--- src/rtl/uart_tx_fifo_pkg.sv ---
// Shared UART constants for the transmit-side byte buffer.
package uart_tx_fifo_pkg;
  localparam int dataBits      = 8;
  localparam int fifoWidth     = 4;
  localparam int fifoDepth     = 16;
  localparam int fifoCntrWidth = 5;
endpackage

--- src/rtl/uart_fifo_mem.sv ---
// fifoDepth x dataBits register array: one synchronous write port, one combinational read port.
module uart_fifo_mem
  import uart_tx_fifo_pkg::*;
(
  input  logic                 clk,
  input  logic                 we_i,
  input  logic [fifoWidth-1:0] waddr_i,
  input  logic [dataBits-1:0]  wdata_i,
  input  logic [fifoWidth-1:0] raddr_i,
  output logic [dataBits-1:0]  rdata_o
);

  // Contents are deliberately not reset; occupancy tracking alone decides what is valid.
  logic [dataBits-1:0] mem_q [fifoDepth];

  always_ff @(posedge clk) begin
    if (we_i) mem_q[waddr_i] <= wdata_i;
  end

  assign rdata_o = mem_q[raddr_i];

endmodule

--- src/rtl/uart_tx_fifo.sv ---
// Transmit byte buffer: pointers, occupancy counter, registered dout and sticky overflow.
module uart_tx_fifo
  import uart_tx_fifo_pkg::*;
(
  input  logic                     clk,
  input  logic                     reset,
  input  logic                     wr,
  input  logic [dataBits-1:0]      wrData,
  input  logic                     rd,
  output logic [dataBits-1:0]      dout,
  output logic                     txStart,
  output logic                     empty,
  output logic                     full,
  output logic [fifoCntrWidth-1:0] count,
  output logic                     overflow,
  input  logic                     clrOvf
);

  // Handshake: wr is accepted when not full, or when a same-cycle effective read frees a slot;
  // rd is a single-cycle pop strobe accepted only when non-empty, and the popped byte is
  // presented on dout from the next cycle until the next accepted rd.
  logic [fifoWidth-1:0]     wr_ptr_q, wr_ptr_d;
  logic [fifoWidth-1:0]     rd_ptr_q, rd_ptr_d;
  logic [fifoCntrWidth-1:0] count_q, count_d;
  logic [dataBits-1:0]      dout_q, dout_d;
  logic                     ovf_q, ovf_d;
  logic [dataBits-1:0]      mem_rdata;
  logic                     rd_eff, wr_eff;

  assign empty   = (count_q == '0);
  assign full    = (count_q == fifoCntrWidth'(fifoDepth));
  assign txStart = !empty;
  assign rd_eff  = rd && !empty;
  assign wr_eff  = wr && (!full || rd_eff);

  uart_fifo_mem u_mem (
    .clk     (clk),
    .we_i    (wr_eff),
    .waddr_i (wr_ptr_q),
    .wdata_i (wrData),
    .raddr_i (rd_ptr_q),
    .rdata_o (mem_rdata)
  );

  always_comb begin
    wr_ptr_d = wr_ptr_q;
    rd_ptr_d = rd_ptr_q;
    count_d  = count_q;
    dout_d   = dout_q;
    ovf_d    = ovf_q;
    if (wr_eff) wr_ptr_d = wr_ptr_q + 1'b1;
    if (rd_eff) begin
      rd_ptr_d = rd_ptr_q + 1'b1;
      dout_d   = mem_rdata;
    end
    case ({wr_eff, rd_eff})
      2'b10:   count_d = count_q + 1'b1;
      2'b01:   count_d = count_q - 1'b1;
      default: count_d = count_q;
    endcase
    // A dropped write wins over a same-cycle clear so the event is never lost.
    if (wr && !wr_eff)  ovf_d = 1'b1;
    else if (clrOvf)    ovf_d = 1'b0;
  end

  always_ff @(posedge clk or posedge reset) begin
    if (reset) begin
      wr_ptr_q <= '0;
      rd_ptr_q <= '0;
      count_q  <= '0;
      dout_q   <= '0;
      ovf_q    <= 1'b0;
    end else begin
      wr_ptr_q <= wr_ptr_d;
      rd_ptr_q <= rd_ptr_d;
      count_q  <= count_d;
      dout_q   <= dout_d;
      ovf_q    <= ovf_d;
    end
  end

  assign dout     = dout_q;
  assign count    = count_q;
  assign overflow = ovf_q;

endmodule

--- config.mk ---
export PLATFORM = sky130hd
export DESIGN_NAME = uart_tx_fifo
export DESIGN_NICKNAME = d
export VERILOG_FILES = /design/src/rtl/uart_tx_fifo_pkg.sv /design/src/rtl/uart_fifo_mem.sv /design/src/rtl/uart_tx_fifo.sv
export SDC_FILE = /design/constraint.sdc
export NUM_CORES = 1
export LEC_CHECK = 0
export BUFFER_PORTS_ARGS = -buffer_cell sky130_fd_sc_hd__buf_4
export CORE_ASPECT_RATIO = 0.9
export CORE_MARGIN = 2
export CORE_UTILIZATION = 53
export CTS_CLUSTER_SIZE = 14
export DETAILED_ROUTE_END_ITERATION = 12
export GPL_ROUTABILITY_DRIVEN = 0
export MAX_ROUTING_LAYER = met4
export PLACE_DENSITY = 0.72
export SYNTH_ARGS = -nofsm -noshare
export SYNTH_HDL_FRONTEND = slang
export SYNTH_SLANG_ARGS = --single-unit
export TNS_END_PERCENT = 10
--- constraint.sdc ---
create_clock -name clk -period 6 [get_ports clk]
set_clock_uncertainty 0.1 [all_clocks]
set_input_delay 1.2 -clock clk [delete_from_list [all_inputs] [get_ports clk]]
set_output_delay 1.2 -clock clk [all_outputs]
set_load 0.02 [all_outputs]
* After elaboration in Yosys (flattened, before gate mapping)
Memory sizes are Yosys's and may differ from the RTL's. A register that Yosys moved wholly into a read port is not among the register bits. Index checks and enable logic that the tools add are counted.
Operators by class: reductions and logical operators 10, equal/unequal tests 3, add/subtract/negate cells 4, multiplexer cells 5
Operators with widths (count):
- 5-bit one-hot mux with 2 select lines | 1
- 4-bit by 1-bit adder with 4-bit output, second input constant | 2
- 5-bit by 1-bit adder with 5-bit output, second input constant | 1
- 5-bit == test, second input constant | 1
- 5-bit zero test | 1
- 5-bit by 1-bit subtractor with 5-bit output, second input constant | 1
- 1-bit 2-to-1 mux | 4
- 2-bit nonzero test | 2
- 1-bit logical AND | 3
- 1-bit zero test | 3
- 2-bit by 1-bit == test with 1-bit output, second input constant | 1
- 2-bit == test, second input constant | 1
- 1-bit logical OR | 1
Word-level totals: memories kept 1, output and inout port bits 17, flip-flop bits (word level) 14, bits in writable memories 128, logic and storage cells 27, input bits 13
Memory list:
- u_mem.mem_q | words 16, width 8, rd ports 1, clocked after Yosys merged registers in 1, write ports 1, line uart_fifo_mem.sv:14 | logic [dataBits-1:0] mem_q [fifoDepth];

* Logic depth before layout (Yosys ltp)
word-level depth 8, gate-level depth with buffers 10, gate-level depth less buffers 10

* Hierarchy
From an unflattened synthesis, not the netlist that was laid out.
Unflattened totals: cells, all modules 325, area, all modules 6200.9 um^2
Modules (own cells, without submodules):
- uart_fifo_mem | seq. area each 3843.7 um^2, times used 1, area an instance 4987.3 um^2, cells an instance 221
- uart_tx_fifo | seq. area each 550.5 um^2, times used 1, area an instance 1213.7 um^2, cells an instance 104

* Worst setup path before layout
No wires, ideal clock.
path kind in2reg, from input port rd, to register count_q[4], in the netlist count[4], stages on the path 9, path buffers 1, setup time 0.087 ns, path slack 2.653 ns, required time 5.813 ns, arrival time 3.160 ns, cell sequence clkbuf_1 > o21ai_2 > nor2_1 > ha_1 > nor2b_1 > o21a_1 > or2_2 > o32a_1 > o211ai_1
On the way: cells in the longest elaborated chain, start to end 5, elaborated cells on any way between the ends 7, classes of those cells eq/ne: 2; mux: 1; reduce/logical: 4
Ends and longest elaborated chain:
- start, declared | line uart_tx_fifo.sv:9 | input logic rd,
- 1-bit logical AND (*) | line uart_tx_fifo.sv:33 | assign rd_eff = rd && !empty;
- 1-bit logical OR | line uart_tx_fifo.sv:34 | assign wr_eff = wr && (!full || rd_eff);
- 1-bit logical AND | line uart_tx_fifo.sv:34
- 2-bit by 1-bit == test with 1-bit output or 2-bit == test (tied branches) | line uart_tx_fifo.sv:56 | case ({wr_eff, rd_eff})
- 5-bit one-hot mux with 2 select lines or 2-bit nonzero test (tied branches)
- end signal, assigned | line uart_tx_fifo.sv:76 | count_q <= count_d;
- end, declared | line uart_tx_fifo.sv:24 | logic [fifoCntrWidth-1:0] count_q, count_d;
Mark *: on every way between the ends. The rest lies on a longest branch, timed or not. A chain may end at the register's enable or synchronous reset.

* Final worst setup path
from register count_q[1], in the netlist count[1], to register count_q[4], in the netlist count[4]
On the way: cells in the longest elaborated chain, start to end 7, elaborated cells on any way between the ends 13, classes of those cells add/sub: 2; eq/ne: 3; mux: 1; reduce/logical: 7
Ends and longest elaborated chain:
- 5-bit zero test | line uart_tx_fifo.sv:30 | assign empty = (count_q == '0);
- 1-bit zero test | line uart_tx_fifo.sv:33
- 1-bit logical AND | line uart_tx_fifo.sv:33
- 1-bit logical OR | line uart_tx_fifo.sv:34
- 1-bit logical AND | line uart_tx_fifo.sv:34
- 2-bit by 1-bit == test with 1-bit output or 2-bit == test (tied branches) | line uart_tx_fifo.sv:56
- 5-bit one-hot mux with 2 select lines or 2-bit nonzero test (tied branches)
Several ways; a longest one is shown, not always the timed one.

==> report_table.html <==
<table>
<tr><th>Metric</th><th>Value</th></tr>
<tr><th colspan="2">Clock tree</th></tr>
<tr><td>Post-CTS clock slew at the launch and capture registers of the worst setup and hold paths</td><td>roughly 60 ps</td></tr>
<tr><td>Number of levels in the clock H-tree</td><td>4</td></tr>
<tr><td>CTS tree</td><td>built</td></tr>
<tr><td>Number of buffers inserted by hold repair at cts</td><td>0</td></tr>
<tr><td>Maximum root-to-sink buffer count</td><td>2</td></tr>
<tr><td>Later-pin clock latency in the skew report</td><td>410 ps</td></tr>
<tr><td>Sink Count</td><td>150</td></tr>
<tr><td>CTS buffer count</td><td>17</td></tr>
<tr><td>Post_cts resized</td><td>0</td></tr>
<tr><td>Root buffer cell</td><td>clkbuf_16</td></tr>
<tr><td>Total setup buffers inserted after CTS</td><td>0</td></tr>
<tr><th colspan="2">Synthesis</th></tr>
<tr><td>Adder-cell share of the synthesized area</td><td>0.01984</td></tr>
<tr><td>Share of synthesized cell area in and, or, nand and nor gates</td><td>0.04278</td></tr>
<tr><td>Unique cell type count in the Yosys netlist</td><td>36</td></tr>
<tr><td>Sequential share of the synthesized area</td><td>0.7258</td></tr>
<tr><td>Dominant combinational cell family by area after synthesis</td><td>multiplexers</td></tr>
<tr><td>Synth Register Bits</td><td>150</td></tr>
<tr><td>Post-Synth XOR/XNOR Area</td><td>0.01302</td></tr>
<tr><td>Syn nets</td><td>338</td></tr>
<tr><td>Synthesized area divided by synthesized cell count</td><td>19.16 µm²</td></tr>
<tr><td>Proportion of synthesized area in mux cells</td><td>0.1511</td></tr>
<tr><td>Yosys warning count</td><td>0</td></tr>
<tr><td>Area fraction in compound gates after synthesis</td><td>0.02955</td></tr>
<tr><td>Gate count of the mapped netlist</td><td>316</td></tr>
<tr><td>Post-Syn Area</td><td>just over 0.006 mm²</td></tr>
<tr><th colspan="2">Die</th></tr>
<tr><td>Die area</td><td>0.01230 mm²</td></tr>
<tr><td>Vert. Die Dim</td><td>105.4 µm</td></tr>
<tr><td>Effective utilization at floorplan</td><td>0.5360</td></tr>
<tr><td>Width of the die</td><td>116.7 µm</td></tr>
<tr><td>Total number of placement rows</td><td>37</td></tr>
<tr><td>Core footprint</td><td>approximately 0.011 mm²</td></tr>
<tr><td>Number of ports placed on the die boundary</td><td>30</td></tr>
<tr><th colspan="2">Cells and area</th></tr>
<tr><td>Final-stage net count</td><td>roughly 370</td></tr>
<tr><td>Layout area overhead</td><td>15.04%</td></tr>
<tr><td>Fillers</td><td>roughly 830</td></tr>
<tr><td>Antenna Cells</td><td>0</td></tr>
<tr><td>Share of final-layout standard cells stronger than drive strength 1</td><td>0.2658</td></tr>
<tr><td>Total non-filler cell area in the finished layout</td><td>0.006965 mm²</td></tr>
<tr><td>End-of-flow core utilization</td><td>0.6166</td></tr>
<tr><th colspan="2">Worst setup path</th></tr>
<tr><td>Maximum fanout encountered on the critical timing path</td><td>13</td></tr>
<tr><td>Worst setup path class</td><td>register to register</td></tr>
<tr><td>Worst endpoint required time</td><td>6230 ps</td></tr>
<tr><td>Nature of the critical path startpoint</td><td>register</td></tr>
<tr><td>Endpoint of the worst-slack reg-to-reg timing path</td><td>count[4]</td></tr>
<tr><td>Launch instance of the worst register-to-register path</td><td>count[1]</td></tr>
<tr><td>Nature of the critical path endpoint</td><td>register</td></tr>
<tr><td>R2r setup slk</td><td>2650 ps</td></tr>
<tr><td>Worst Path Arrival</td><td>3580 ps</td></tr>
<tr><td>Register-to-Register Path Depth</td><td>9</td></tr>
<tr><th colspan="2">Routing</th></tr>
<tr><td>First-pass iteration count of the detailed router</td><td>4</td></tr>
<tr><td>Post-Route WL</td><td>between 10000 and 15000 µm</td></tr>
<tr><td>Vias per inst</td><td>5.495</td></tr>
<tr><td>Via count of the routed design</td><td>2863</td></tr>
<tr><td>Post-detailed-route count of antenna-violating nets</td><td>0</td></tr>
<tr><td>Post-detailed-route wirelength per cell</td><td>between 20 and 25 µm</td></tr>
<tr><td>DRC viols</td><td>0</td></tr>
<tr><td>Detailed Route Iter0 Violations</td><td>227</td></tr>
<tr><th colspan="2">STA</th></tr>
<tr><td>Final worst path period need</td><td>3347 ps</td></tr>
<tr><td>Final setup viols</td><td>0</td></tr>
<tr><td>Final Slew Violations</td><td>0</td></tr>
<tr><td>Max frequency</td><td>298.8 MHz</td></tr>
<tr><td>Least-Margin Pin Slew</td><td>921.6 ps</td></tr>
<tr><td>Worst relative slew slack</td><td>0.3849</td></tr>
<tr><td>Final critical-path share of the clock period</td><td>0.5578</td></tr>
<tr><td>Final number of hold-violating endpoints</td><td>0</td></tr>
<tr><td>Fin Setup TNS</td><td>0 ps</td></tr>
<tr><td>Setup repair after global routing missed its margin</td><td>no</td></tr>
<tr><th colspan="2">GRT</th></tr>
<tr><td>Largest net degree at the start of global routing</td><td>35</td></tr>
<tr><td>Antenna violations before repair</td><td>0</td></tr>
<tr><td>GRT Residual Overflow</td><td>0</td></tr>
<tr><td>Vias in the first global route</td><td>3081</td></tr>
<tr><td>Overall Global Routing Usage</td><td>0.2106</td></tr>
<tr><td>Global-route wire length before repair</td><td>between 15000 and 20000 µm</td></tr>
<tr><th colspan="2">Hold path</th></tr>
<tr><td>End of the worst hold path</td><td>dout[0]</td></tr>
<tr><td>Hold Path Depth</td><td>2</td></tr>
<tr><td>Startpoint of the worst hold path</td><td>dout[0]</td></tr>
<tr><td>Worst min-delay path category</td><td>register to register</td></tr>
<tr><th colspan="2">Placement</th></tr>
<tr><td>Count of buffers from port buffering</td><td>29</td></tr>
<tr><td>Post-place instance area</td><td>0.006419 mm²</td></tr>
<tr><td>Placed wire-length estimate</td><td>approximately 7000 µm</td></tr>
<tr><th colspan="2">Status</th></tr>
<tr><td>Result of the run</td><td>finished, final reports clean</td></tr>
<tr><th colspan="2">Pwr</th></tr>
<tr><td>Power density over the cells</td><td>477.8 mW/mm²</td></tr>
<tr><td>Leakage Power</td><td>2.473 nW</td></tr>
<tr><td>VDD IR-drop max</td><td>260.6 µV</td></tr>
<tr><td>Total power draw</td><td>3.328 mW</td></tr>
<tr><th colspan="2">Job</th></tr>
<tr><td>Max-capacitance violation count</td><td>0</td></tr>
</table>
-- kinds of logic (layout without fill, tap and decap cells) --
family | after synthesis | in the layout
flip-flops | 150 | 150
multiplexers | 51 | 51
AND/OR/NAND/NOR | 49 | 49
buffers and inverters | 25 | 74
AO/OA/AOI/OAI | 23 | 23
adder cells (fa/ha/maj) | 9 | 9
XOR/XNOR | 9 | 9
-- worst max-delay path by stage --
stage | slack (ps) | start | cells after the start | end
final | 2650 | count[1] | 9 | count[4]
after global routing | 2460 | count[0] | 9 | count[4]
after CTS | 2650 | count[1] | 9 | count[4]
after detailed placement | 2490 | rd | 9 | count[4]
after global placement | 2540 | rd | 9 | count[4]
after floorplan | 2650 | rd | 9 | count[4]
-- cell usage in the layout, fill, tap and decap left out, types with 5 or more instances in the layout --
master	count
inv_1	10
mux2i_1	16
edfxtp_1	128
nand2_1	17
mux4_2	32
xnor2_1	9
dfrtp_1	22
and2_1	9
and3_1	9
clkbuf_16	17
ha_1	8
o21ai_0	5
o221ai_1	8
buf_4	32
-- state kept, by name, indices dropped and copies added (netlist names) --
name	flops
u_mem.mem_q	128
dout	8
count	5
rd_ptr_q	4
wr_ptr_q	4
overflow	1
-- metal layers --
layer | wire length (µm) | global-route usage
met1 | 4644 | 0.2843
met2 | 5602 | 0.3198
met3 | 643 | 0.05865
met4 | 104 | 0.06134
met5 | 0 | -
-- synthesized netlist by cell type --
cell type / number / area (µm²)
a21o_1: 1 / 7.510
a21oi_1: 2 / 10.01
a21oi_4: 1 / 16.27
and2_1: 9 / 56.30
and3_1: 9 / 56.30
buf_1: 1 / 3.750
buf_2: 6 / 30.03
buf_4: 2 / 15.01
clkbuf_1: 6 / 22.52
dfrtp_1: 22 / 550.5
edfxtp_1: 128 / 3844
fa_1: 1 / 20.02
ha_1: 8 / 100.1
inv_1: 10 / 37.54
mux2_1: 2 / 22.52
mux2_2: 1 / 11.26
mux2i_1: 16 / 160.2
mux4_2: 32 / 720.7
nand2_1: 17 / 63.81
nand2b_1: 1 / 6.260
nand3_1: 1 / 5.000
nand4_1: 2 / 12.51
nor2_1: 4 / 15.01
nor2b_1: 1 / 6.260
nor3_1: 1 / 5.000
nor4_2: 1 / 12.51
o211ai_1: 1 / 7.510
o21a_1: 2 / 15.01
o21ai_0: 5 / 25.02
o21ai_2: 1 / 8.760
o221ai_1: 8 / 70.07
o32a_1: 1 / 10.01
o32ai_1: 1 / 8.760
or2_2: 2 / 12.51
or4_1: 1 / 7.510
xnor2_1: 9 / 78.83
-- report_power, final --
part	leakage [nW]	internal, mW	switching, mW	total, mW
clock network	0.268	0.589	0.386	0.975
logic	0.783	0.453	0.510	0.963
registers	1.42	1.30	0.0945	1.39
-- stage by stage --
| step | hold slack (ps) | std cells | setup slack (ps) |
|---|---|---|---|
| finish | 404.9 | 521 | 2654 |
| global route | 460.9 | 521 | 2457 |
| CTS | 403.7 | 521 | 2647 |
| detailed placement | 390.8 | 489 | 2495 |
| global placement | 397.2 | 489 | 2539 |
| floorplan | 427.9 | 316 | 2653 |
-- cell type report --
cell class,instances,area (µm²),area share
inverters,10,37.54,0.005389
flip-flops and latches,150,4394,0.6309
clock inverters,9,78.83,0.01132
repair buffers,32,240.2,0.03449
clock buffers,23,467.9,0.06718
multi-input cells,141,1551,0.2227
well taps,156,195.2,0.02802
-- critical path: stages (launching register included) --
cell	delay [ps]
dfrtp_1	430
or4_1	580
o21ai_2	480
nor2_1	250
ha_1	380
nor2b_1	140
o21a_1	170
or2_2	290
o32a_1	290
o211ai_1	150
Note: power is estimated with default switching activity, not from simulation.
